**src/rtl/io_request_arbiter_if.sv**
```systemverilog
// Shared types for the I/O request arbiter and the peripheral bus interface it masters.
package io_arb_pkg;
    typedef logic [3:0] core_id_t;
    typedef logic [3:0] thread_idx_t;

    typedef struct packed {
        logic        store;
        thread_idx_t thread_idx;
        logic [31:0] address;
        logic [31:0] value;
    } ioreq_packet_t;

    typedef struct packed {
        core_id_t    core;
        thread_idx_t thread_idx;
        logic [31:0] read_value;
    } iorsp_packet_t;
endpackage

interface io_bus_interface;
    logic        write_en;
    logic        read_en;
    logic [31:0] address;
    logic [31:0] write_data;
    logic [31:0] read_data;

    modport master(output write_en, read_en, address, write_data, input read_data);
    modport slave(input write_en, read_en, address, write_data, output read_data);
endinterface

```
**src/rtl/io_request_arbiter.sv**
```systemverilog
// Buffers I/O requests from several cores in per-core FIFOs and runs them one at a time,
// round-robin, on the shared peripheral bus, returning a tagged response to the requester.
module io_request_arbiter
    import io_arb_pkg::*;
#(
    parameter int NUM_REQUESTERS = 4,
    parameter int FIFO_DEPTH     = 4
) (
    input  logic                      clk,
    input  logic                      reset,
    input  logic [NUM_REQUESTERS-1:0] ior_request_valid,
    input  ioreq_packet_t             ior_request [NUM_REQUESTERS],
    output logic [NUM_REQUESTERS-1:0] ior_request_ready,
    output logic                      ia_response_valid,
    output iorsp_packet_t             ia_response,
    io_bus_interface.master           io_bus
);
    localparam int IDX_W = (NUM_REQUESTERS > 1) ? $clog2(NUM_REQUESTERS) : 1;
    localparam int PTR_W = $clog2(FIFO_DEPTH);
    localparam int CNT_W = PTR_W + 1;

    localparam logic [1:0] S_IDLE    = 2'd0;
    localparam logic [1:0] S_ISSUE   = 2'd1;
    localparam logic [1:0] S_WAIT    = 2'd2;
    localparam logic [1:0] S_RESPOND = 2'd3;

    ioreq_packet_t             fifo_mem [NUM_REQUESTERS][FIFO_DEPTH];
    logic [PTR_W-1:0]          wr_ptr   [NUM_REQUESTERS];
    logic [PTR_W-1:0]          rd_ptr   [NUM_REQUESTERS];
    logic [CNT_W-1:0]          count    [NUM_REQUESTERS];
    logic [NUM_REQUESTERS-1:0] nonempty;
    logic [NUM_REQUESTERS-1:0] push;
    logic [NUM_REQUESTERS-1:0] pop;

    logic [1:0]       state;
    logic [IDX_W-1:0] last_grant;
    logic [IDX_W-1:0] grant_idx;
    logic             grant_valid;
    logic [IDX_W-1:0] req_core;
    ioreq_packet_t    req_reg;
    logic [31:0]      resp_value;

    // Ready depends only on the registered count, so a pop frees a slot from the next cycle.
    always_comb begin
        nonempty          = '0;
        ior_request_ready = '0;
        push              = '0;
        for (int unsigned i = 0; i < NUM_REQUESTERS; i++) begin
            nonempty[i]          = (count[i] != '0);
            ior_request_ready[i] = (count[i] != CNT_W'(FIFO_DEPTH));
            push[i]              = ior_request_valid[i] && ior_request_ready[i];
        end
    end

    always_comb begin
        int unsigned cand;
        cand        = 0;
        grant_valid = 1'b0;
        grant_idx   = '0;
        for (int unsigned k = 1; k <= NUM_REQUESTERS; k++) begin
            cand = (32'(last_grant) + k) % NUM_REQUESTERS;
            if (!grant_valid && nonempty[IDX_W'(cand)]) begin
                grant_valid = 1'b1;
                grant_idx   = IDX_W'(cand);
            end
        end
    end

    always_comb begin
        pop = '0;
        if (state == S_IDLE && grant_valid) pop[grant_idx] = 1'b1;
    end

    always_ff @(posedge clk) begin
        for (int unsigned i = 0; i < NUM_REQUESTERS; i++) begin
            if (push[i]) fifo_mem[i][wr_ptr[i]] <= ior_request[i];
        end
    end

    always_ff @(posedge clk or posedge reset) begin
        if (reset) begin
            for (int unsigned i = 0; i < NUM_REQUESTERS; i++) begin
                wr_ptr[i] <= '0;
                rd_ptr[i] <= '0;
                count[i]  <= '0;
            end
        end else begin
            for (int unsigned i = 0; i < NUM_REQUESTERS; i++) begin
                if (push[i]) wr_ptr[i] <= wr_ptr[i] + 1'b1;
                if (pop[i])  rd_ptr[i] <= rd_ptr[i] + 1'b1;
                if (push[i] && !pop[i])      count[i] <= count[i] + 1'b1;
                else if (!push[i] && pop[i]) count[i] <= count[i] - 1'b1;
            end
        end
    end

    always_ff @(posedge clk or posedge reset) begin
        if (reset) begin
            state      <= S_IDLE;
            last_grant <= IDX_W'(NUM_REQUESTERS - 1);
            req_core   <= '0;
            req_reg    <= '0;
            resp_value <= '0;
        end else begin
            case (state)
                S_IDLE: begin
                    if (grant_valid) begin
                        req_reg    <= fifo_mem[grant_idx][rd_ptr[grant_idx]];
                        req_core   <= grant_idx;
                        last_grant <= grant_idx;
                        state      <= S_ISSUE;
                    end
                end
                S_ISSUE: state <= S_WAIT;
                S_WAIT: begin
                    resp_value <= req_reg.store ? '0 : io_bus.read_data;
                    state      <= S_RESPOND;
                end
                default: state <= S_IDLE;
            endcase
        end
    end

    assign io_bus.write_en   = (state == S_ISSUE) && req_reg.store;
    assign io_bus.read_en    = (state == S_ISSUE) && !req_reg.store;
    assign io_bus.address    = req_reg.address;
    assign io_bus.write_data = req_reg.value;

    assign ia_response_valid = (state == S_RESPOND);

    always_comb begin
        ia_response            = '0;
        ia_response.core       = core_id_t'(req_core);
        ia_response.thread_idx = req_reg.thread_idx;
        ia_response.read_value = resp_value;
    end
endmodule

```
**src/flat_wrapper.sv**
```systemverilog
// flat-port wrapper written by rule: the top's interface ports become plain ports
module io_request_arbiter_flat import io_arb_pkg::*;
#(
    parameter int NUM_REQUESTERS = 4,
    parameter int FIFO_DEPTH     = 4
)
  (clk, reset, ior_request_valid, ior_request, ior_request_ready, ia_response_valid, ia_response, io_bus_write_en, io_bus_read_en, io_bus_address, io_bus_write_data, io_bus_read_data);
  io_bus_interface io_bus_i ();
  input  logic clk;
  input  logic reset;
  input  logic [NUM_REQUESTERS-1:0] ior_request_valid;
  input  ioreq_packet_t ior_request[NUM_REQUESTERS];
  output logic [NUM_REQUESTERS-1:0] ior_request_ready;
  output logic ia_response_valid;
  output iorsp_packet_t ia_response;
  output wire logic [$bits(io_bus_i.write_en)-1:0] io_bus_write_en;
  output wire logic [$bits(io_bus_i.read_en)-1:0] io_bus_read_en;
  output wire logic [$bits(io_bus_i.address)-1:0] io_bus_address;
  output wire logic [$bits(io_bus_i.write_data)-1:0] io_bus_write_data;
  input wire logic [$bits(io_bus_i.read_data)-1:0] io_bus_read_data;
  assign io_bus_write_en = io_bus_i.write_en;
  assign io_bus_read_en = io_bus_i.read_en;
  assign io_bus_address = io_bus_i.address;
  assign io_bus_write_data = io_bus_i.write_data;
  assign io_bus_i.read_data = io_bus_read_data;
  io_request_arbiter #(.NUM_REQUESTERS(NUM_REQUESTERS), .FIFO_DEPTH(FIFO_DEPTH)) u_core (.clk(clk), .reset(reset), .ior_request_valid(ior_request_valid), .ior_request(ior_request), .ior_request_ready(ior_request_ready), .ia_response_valid(ia_response_valid), .ia_response(ia_response), .io_bus(io_bus_i));
endmodule
```
**config.mk**
```make
export PLATFORM = sky130hd
export DESIGN_NAME = io_request_arbiter_flat
export DESIGN_NICKNAME = d
export VERILOG_FILES = /design/src/rtl/io_request_arbiter_if.sv /design/src/rtl/io_request_arbiter.sv /design/src/flat_wrapper.sv
export SDC_FILE = /design/constraint.sdc
export NUM_CORES = 1
export LEC_CHECK = 0
export ABC_AREA = 1
export CELL_PAD_IN_SITES_DETAIL_PLACEMENT = 0
export CELL_PAD_IN_SITES_GLOBAL_PLACEMENT = 1
export CORE_MARGIN = 10
export CORE_UTILIZATION = 47
export CTS_CLUSTER_SIZE = 10
export DETAILED_ROUTE_END_ITERATION = 8
export PLACE_DENSITY_LB_ADDON = 0.05
export SYNTH_ARGS = -nofsm -noshare
export SYNTH_HDL_FRONTEND = slang
export SYNTH_SLANG_ARGS = --single-unit
```
**constraint.sdc**
```tcl
create_clock -name clk -period 4.9 [get_ports clk]
set_input_delay 0.98 -clock clk [delete_from_list [all_inputs] [get_ports clk]]
set_output_delay 0.98 -clock clk [all_outputs]
set_load 0.03 [all_outputs]
```
# --- After elaboration in Yosys (flattened, before gate mapping) ---
# Memory sizes are Yosys's and may differ from the RTL's.
# Index checks and enable logic that the tools add are counted.
word_totals:
  memories: 1
  out_inout_bits: 111
  register_bits: 135
  elab_cells: 168
  ramBits: 1104
mem_list:
  columns: ["memory", "depth", "word_bits", "rd", "rd_clocked_by_memory_dff", "wr", "line", "rtl"]
  rows:
  - ["u_core.fifo_mem", 4, 276, 1, 0, 4, "io_request_arbiter.sv:27", "ioreq_packet_t fifo_mem [NUM_REQUESTERS][FIFO_DEPTH];"]
classes:
  bitwise: 6
  eq_ne: 8
  n_mux: 52
  magnitude_cmp: 16
  n_reduce_logical: 45
  addsub: 20
op_table:
  columns: ["cell", "count"]
  rows:
  - ["$mux W276", 4]
  - ["$demux W69 S2", 4]
  - ["$mux W69", 6]
  - ["$bmux W69 S2", 1]
  - ["$mux W32", 1]
  - ["$mux W3", 8]
  - ["$logic_and A1 B1 Y1", 23]
  - ["$add A2 B1 Y2 const B", 10]
  - ["$ge A3 B3 Y1 const B", 6]
  - ["$not A2 Y3", 6]
  - ["$lt A2 B3 Y1 const B", 5]
  - ["$mux W2", 7]
  - ["$mux W1", 13]
  - ["$add A3 B1 Y3 const B", 4]
  - ["$logic_not A1 Y1", 12]
  - ["$lt A3 B1 Y1 const B", 4]
  - ["$ne A3 B3 Y1 const B", 4]
  - ["$reduce_bool A3 Y1", 4]
  - ["$sub A3 B1 Y3 const B", 4]
  - ["$bmux W1 S2", 4]
  - ["$reduce_bool A2 Y1", 4]
  - ["$pmux W2 S3", 1]
  - ["$add A2 B2 Y2 const B", 2]
  - ["$bmux W2 S2", 1]
  - ["other kinds (8)", 9]

# --- Logic depth before layout (Yosys ltp) ---
# Gate-level depths: netlist of run 1.
logic_depth:
  ltp_word: 21
  mapped_depth: 21
  mapped_depth_nobuf: 21

# --- Worst setup path before layout of run 1 ---
# OpenSTA, ideal clock, no wires.
synth_timing:
  path_type: "input to register"
  startpoint: "in ior_request_valid[0]"
  endpoint: "mem u_core.fifo_mem[0][0] (netlist bit), enable pin"
  t_required_ps: 4403
  path_stages: 2
  setup_slack_ps: 385
  setup_time_ps: 497
  t_arrival_ps: 4018
  path_buffers: 0
  path_cell_list: "nand2_1 > nor2_1"
synth_rtl:
  columns: ["element", "line", "rtl"]
  rows:
  - ["start: declaration", "flat_wrapper.sv:11", "input logic [NUM_REQUESTERS-1:0] ior_request_valid;"]
  - ["end: declaration", "io_request_arbiter.sv:27", null]

# --- Worst setup path in the final report of run 1 ---
layout_timing:
  startpoint: "reg u_core.last_grant[0]"
  endpoint: "reg u_core.req_reg (netlist bit u_core.io_bus.address[31])"
layout_between:
  elab_chain_len: 21
  elab_cells_between_ends: 36
  classes_between: "4 x add/sub; 22 x mux; 2 x bitwise; 7 x reduce/logical; 1 x memory"
layout_lines:
  columns: ["element", "line", "rtl"]
  rows:
  - ["start: declaration", "io_request_arbiter.sv:36", "logic [IDX_W-1:0] last_grant;"]
  - ["start signal: assignment", "io_request_arbiter.sv:100", "last_grant <= IDX_W'(NUM_REQUESTERS - 1);"]
  - ["start signal: assignment", "io_request_arbiter.sv:110", "last_grant <= grant_idx;"]
  - ["$add A2 B1 Y2", "io_request_arbiter.sv:61", "cand = (32'(last_grant) + k) % NUM_REQUESTERS;"]
  - ["$bmux W1 S2", "io_request_arbiter.sv:62", "if (!grant_valid && nonempty[IDX_W'(cand)]) begin"]
  - ["$mux W1 (not written as such)", "io_request_arbiter.sv:62", null]
  - ["$mux W1", "io_request_arbiter.sv:62", null]
  - ["$logic_not A1 Y1", "io_request_arbiter.sv:62", null]
  - ["$logic_and A1 B1 Y1", "io_request_arbiter.sv:62", null]
  - ["$mux W1", "io_request_arbiter.sv:62", null]
  - ["$logic_not A1 Y1", "io_request_arbiter.sv:62", null]
  - ["[3 not listed]", null, null]
  - ["$logic_and A1 B1 Y1", "io_request_arbiter.sv:62", null]
  - ["$mux W2", "io_request_arbiter.sv:62", null]
  - ["$not A2 Y3 (not written as such)", "io_request_arbiter.sv:108", "req_reg <= fifo_mem[grant_idx][rd_ptr[grant_idx]];"]
  - ["$bmux W2 S2", "io_request_arbiter.sv:108", null]
  - ["$mux W2 (not written as such) (2 in a row)", "io_request_arbiter.sv:108", null]
  - ["$not A2 Y3 (not written as such)", "io_request_arbiter.sv:108", null]
  - ["$bmux W69 S2", "io_request_arbiter.sv:108", null]
  - ["$mux W69 (not written as such) (2 in a row)", "io_request_arbiter.sv:108", null]
  - ["end signal: assignment", "io_request_arbiter.sv:108", null]
  - ["end: declaration", "io_request_arbiter.sv:40", "ioreq_packet_t req_reg;"]
# Several ways; a longest one is shown, not always the timed one. The select of a mux whose other input is x is not followed.
# A chain may end at the register's enable or synchronous reset.

==> impl_metrics.py, run 1 <==
metrics = {
    "critical_path": {
        "r2r_cells": 18,
        "worstPathRequired_ps": 5530,
        "cp_common_cell": "nand2_1",
        "r2r_start": "u_core.last_grant[0]$_DFFE_PP1P_",
        "start_kind": "register",
        "crit_family": "simple AND/OR/NAND/NOR gates",
        "worstPathArrival_ps": 4580,
        "end_kind": "register",
        "path_buf_inv": 3,
        "regToRegEndpoint": "u_core.io_bus.address[31]$_DFFE_PP0P_",
        "cp_cell_sequence": "inv_2 -> nand2_1 -> nand2_1 -> nand3_2 -> nand2_2 -> inv_2 -> nand2_1 -> nand2_8 -> nand2_8 -> nand2_1 -> nand3_1 -> nand2_4 -> buf_12 -> nand2_1 -> nand3_1 -> nand2_1 -> nand2_1 -> nand2_1",
        "slowest_stage": "dfstp_2",
        "reg2reg_slack_ps": 950,
        "cp_max_fo": 74,
        "criticalPathCategory": "register to register",
        "max_stage_delay_ps": 590,
    },
    "routing": {
        "antenna_left": 0,
        "dr_total_vias": 35900,
        "route.detailed.drc": 0,
        "wl_um": 166000,
        "drtIter0Drc": 3752,
        "routedWlPerCell_um": 25.6,
        "dr.pass1.iters": 5,
        "routed_via_density": 5.54,
    },
    "hold_path": {
        "min_to": "u_core.rd_ptr[5]$_DFFE_PP0P_",
        "min-delay-start": "u_core.rd_ptr[5]$_DFFE_PP0P_",
        "hold_path_depth": 1,
        "hold_path_class": "register to register",
    },
    "die": {
        "die_x_um": 352,
        "core_um2": 109000,
        "initial_utilization": 0.475,
        "core.rowCount": 121,
        "io_pins": 425,
        "die_area_um2": 124000,
        "die_h_um": 352,
    },
    "global_routing": {
        "gr-total-overflow": 0,
        "grt_start_max_net_pins": 185,
        "grt_pass1_vias": 35000,
        "antenna_found_initial": 36,
        "grtUsageTotal": 0.262,
        "grt_pass1_wl_um": 242000,
    },
    "sta": {
        "tightest_slew_ps": 1130,
        "max_slew_margin": 0.244,
        "period_share": 0.806,
        "min_period_ps": 3950,
        "fin_tns_setup_ps": 0,
        "fmax_mhz": 253,
        "rsz0062_at_grt": "false",
        "skew_ps": 25.9,
        "drv_slew": 0,
        "hold_violations": 0,
        "finalSetupViolCount": 0,
        "fin_ws_ps": 953,
    },
    "logic_synthesis": {
        "yosysTopAreaCell": "edfxtp_1",
        "ys_seq_area_frac": 0.705,
        "yosysWarnings": 0,
        "synthCells": 4596,
        "synth.area.top_cells": "edfxtp_1, nand3_1, nand2_1",
        "synthDominantCellAreaShare": 0.640,
        "synthTopCellsByCount": "nand2_1, nand3_1, edfxtp_1, buf_2, clkbuf_1",
        "avgSynthCellArea_um2": 11.3,
        "synthFlopType": "edfxtp_1",
        "synth.distinct_cells": 31,
        "synthesis.area_um2": 51800,
        "synth_most_common_cell": "nand2_1",
        "synth_async_sr_flop_share": 0.109,
        "ys_ff_latch": 1239,
        "synth_edf_count": 1104,
    },
    "place": {
        "hpwlAfterDp_um": 94500,
        "gp_congestion": 0.790,
        "place.port_buffers": 422,
        "pre_cts_ws_ps": 921,
    },
    "clocking": {
        "clk_latency_ps": 750,
        "cts_buffers": 145,
        "clkTransAtPathRegs_ps": 50,
        "htreeDepth": 4,
        "clock_sinks": 1239,
        "cts_buffer_depth": 3,
        "root_buffer": "clkbuf_16",
        "postCtsSetupRepairBufs": 0,
        "cts_hold_buf": 0,
        "cts-resized-gates": 0,
        "cts_tree": "yes",
    },
    "outcome": {
        "status": "finished clean",
    },
    "run": {
        "maxCapViolCount": 0,
    },
    "cells_and_area": {
        "largest_reg_flops": 1104,
        "drive_above_1_share": 0.0579,
        "utilization": 0.564,
        "syn2layout_area_growth_pct": 18.7,
        "nets": 5204,
    },
}
how the worst max path moves through the flow:
stage | cells after the start | startpoint | to | slack (ps)
finish | 18 | u_core.last_grant[0]$_DFFE_PP1P_ | u_core.io_bus.address[31]$_DFFE_PP0P_ | 950
global route | 18 | u_core.last_grant[0]$_DFFE_PP1P_ | u_core.io_bus.write_data[0]$_DFFE_PP0P_ | 610
CTS | 18 | u_core.last_grant[0]$_DFFE_PP1P_ | u_core.io_bus.address[31]$_DFFE_PP0P_ | 900
detailed placement | 18 | u_core.last_grant[0]$_DFFE_PP1P_ | u_core.io_bus.address[31]$_DFFE_PP0P_ | 920
global placement | 19 | u_core.last_grant[0]$_DFFE_PP1P_ | u_core.count[2]$_DFFE_PP0P_ | 960
floorplan | 1 | reset | u_core.count[0]$_DFFE_PP0P_ | 310
cells by family (layout without fill, tap and decap cells):
logic type / after synthesis / count (layout) / share of synthesized area
simple gates: 2784 / 2784 / 0.234
flops: 1239 / 1239 / 0.705
buf+inv: 474 / 855 / 0.0450
compound gates: 48 / 48 / 0.00473
fa+ha+maj: 28 / 28 / 0.00734
xor+xnor: 18 / 18 / 0.00304
mux: 4 / 4 / 0.000869
other cells: 1 / 16 / 0.0000724
per-layer routing:
layer	part of all wire	track usage	up-vias
li1	-	-	16500
met1	0.42	0.355	17600
met2	0.47	0.415	1389
met3	0.082	0.0635	266
met4	0.025	0.0817	34
met5	0.0014	0	-
layout by cell type, fill, tap and decap left out, drive strengths merged, types with 13 or more instances in the layout:
| master | n |
|---|---|
| edfxtp | 1104 |
| nand2 | 1436 |
| nor2 | 45 |
| buf | 80 |
| clkdlybuf4s50 | 422 |
| diode | 14 |
| clkbuf | 257 |
| inv | 91 |
| xor2 | 13 |
| o21ai | 40 |
| nand3 | 1300 |
| ha | 24 |
| dfrtp | 133 |
final cells by class:
| cell class | instances | area, µm² |
|---|---|---|
| fill | 9331 | 47600 |
| sequential | 1239 | 36500 |
| multi-input combinational | 2884 | 13200 |
| timing repair buffer | 502 | 5230 |
| clock buffer | 257 | 4330 |
| tap | 1476 | 1850 |
| inverter | 90 | 345 |
| clock inverter | 6 | 43.8 |
| antenna | 14 | 35.0 |
stage by stage:
| stage | cells | hold slack, ps | cell area, µm² |
|---|---|---|---|
| 2_1_floorplan | 4597 | 442 | 51800 |
| 5_1_grt | 6465 | 490 | 61500 |
| 3_5_place_dp | 6191 | 456 | 57100 |
| 4_1_cts | 6454 | 468 | 61500 |
| 3_3_place_gp | 6191 | 459 | 57100 |
| 6_report | 6468 | 465 | 61500 |
Power of run 1 is left out: the tool's default activity adds up to more than one toggle a clock period on the data nets, which glitch-free logic cannot reach.
==> run 2: changes to the inputs <==
Clock period 4.9 ns to 3.75 ns, I/O delays scaled along.
==> run 2 against run 1 <==
  * Final cell count is 0.11% higher
  * Flip-flop and latch count did not move
  * Fmax increased by 17%
  * Highest routed layer unchanged
  * Core utilization rose by 0.35 points
  * Worst setup slack worse by 580 ps
==> impl_metrics.py, run 2 (synthesized netlist as in run 1, its figures left out) <==
metrics = {
    "outcome": {
        "status": "finished clean",
    },
    "place": {
        "hpwlAfterDp_um": 95300,
        "gp_congestion": 0.772,
        "place.port_buffers": 422,
        "place_area_um2": 57500,
    },
    "run": {
        "maxCapViolCount": 0,
    },
    "critical_path": {
        "criticalPathCategory": "register to register",
        "regToRegEndpoint": "u_core.io_bus.address[3]$_DFFE_PP0P_",
        "start_kind": "register",
        "end_kind": "register",
        "worstPathRequired_ps": 4390,
        "cp_max_fo": 72,
        "r2r_start": "u_core.last_grant[0]$_DFFE_PP1P_",
        "r2r_cells": 16,
        "reg2reg_slack_ps": 370,
        "worstPathArrival_ps": 4020,
    },
    "die": {
        "io_pins": 425,
        "die_x_um": 352,
        "initial_utilization": 0.475,
        "die_h_um": 352,
        "die_area_um2": 124000,
        "core.rowCount": 121,
        "core_um2": 109000,
    },
    "clocking": {
        "htreeDepth": 4,
        "cts_hold_buf": 0,
        "cts_buffer_depth": 3,
        "clkTransAtPathRegs_ps": 60,
        "cts_buffers": 146,
        "postCtsSetupRepairBufs": 0,
        "clock_sinks": 1239,
        "clk_latency_ps": 770,
        "root_buffer": "clkbuf_16",
        "cts-resized-gates": 0,
        "cts_tree": "yes",
    },
    "hold_path": {
        "min-delay-start": "u_core.rd_ptr[5]$_DFFE_PP0P_",
        "hold_path_depth": 1,
        "min_to": "u_core.rd_ptr[5]$_DFFE_PP0P_",
        "hold_path_class": "register to register",
    },
    "routing": {
        "dr_wl_met3_um": 12600,
        "drtIter0Drc": 3269,
        "routedWlPerCell_um": 25.9,
        "route.detailed.drc": 0,
        "topRoutingLayerUsed": "met5",
        "routed_via_density": 5.60,
        "met1Wirelength_um": 70500,
        "wl_met2_um": 80700,
        "wl_um": 168000,
        "antenna_left": 0,
        "dr.pass1.iters": 5,
        "dr_total_vias": 36300,
    },
    "cells_and_area": {
        "layout_common_cells": "nand2_1, nand3_1, edfxtp_1",
        "nets": 5216,
        "syn2layout_area_growth_pct": 19.5,
        "drive_above_1_share": 0.0609,
        "layout_commonest_cell": "nand2_1",
        "largest_reg_flops": 1104,
        "final_area_um2": 61900,
    },
    "global_routing": {
        "grtUsageTotal": 0.265,
        "grt_pass1_wl_um": 245000,
        "grt_pass1_vias": 35600,
        "antenna_found_initial": 28,
        "gr-total-overflow": 0,
        "grt_start_max_net_pins": 206,
    },
    "sta": {
        "hold-worst-slack_ps": 470,
        "finalSetupViolCount": 0,
        "max_slew_margin": 0.133,
        "rsz0062_at_grt": "false",
        "drv_slew": 0,
        "tightest_slew_ps": 1300,
        "period_share": 0.901,
        "min_period_ps": 3380,
        "skew_ps": 22.0,
        "fmax_mhz": 296,
        "hold_violations": 0,
    },
}
## run 2: cell count changes in the layout (fill, tap and decap cells not counted), moves of 5 or more
cell / before / now
buf_12: 32 / 56
buf_4: 48 / 33
clkbuf_1: 96 / 89
inv_6: 2 / 8
clkbuf_16: 156 / 151
## run 2: final cells by class
| cell class | count | area, µm² |
|---|---|---|
| fill | 9338 | 47200 |
| sequential | 1239 | 36500 |
| multi-input combinational | 2884 | 13200 |
| timing repair buffer | 513 | 5650 |
| clock buffer | 246 | 4180 |
| tap | 1476 | 1850 |
| inverter | 90 | 344 |
| clock inverter | 16 | 154 |
| antenna | 11 | 27.5 |
## run 2: through the flow
stage / setup slack (ps) / setup TNS [ps] / cells / util
after detailed placement: 205 / 0 / 6201 / 0.527
after floorplan: -571 / -630400 / 4597 / -
after global placement: 162 / 0 / 6201 / 0.527
after global routing: 99.2 / 0 / 6472 / 0.567
after CTS: 182 / 0 / 6463 / 0.567
final: 371 / 0 / 6475 / 0.567
## run 2: how the worst max path moves through the flow
stage,startpoint,to,slack (ps),depth (start not counted)
finish,u_core.last_grant[0]$_DFFE_PP1P_,u_core.io_bus.address[3]$_DFFE_PP0P_,370,16
global route,u_core.last_grant[0]$_DFFE_PP1P_,u_core.io_bus.address[1]$_DFFE_PP0P_,100,18
CTS,u_core.last_grant[0]$_DFFE_PP1P_,u_core.count[11]$_DFFE_PP0P_,180,21
detailed placement,u_core.last_grant[0]$_DFFE_PP1P_,u_core.count[11]$_DFFE_PP0P_,210,21
global placement,u_core.last_grant[0]$_DFFE_PP1P_,u_core.count[11]$_DFFE_PP0P_,160,21
floorplan,u_core.count[9]$_DFFE_PP0P_,u_core.fifo_mem[0][0]$_DFFE_PP_,-570,4
## run 2: worst max-delay path: stages (launching register included)
cell     delay (ps)
dfstp_2         600
inv_2           140
nand3_1         150
nand3_2         140
nand2_2         130
inv_2            50
nand3_1         130
nand3_1         140
nor2_4          290
buf_4           770
nand3_1         280
nand2_1         120
nand2_1          50
nand3_1          90
nand2_1          50
nand2_1          50
nand2_1          60
## run 2: layer usage
metal,GRT usage,vias up
met5,0,-
met4,0.0857,24
met3,0.0549,269
met2,0.427,1410
met1,0.356,18000
li1,-,16600
Power of run 2 is left out for the same reason.
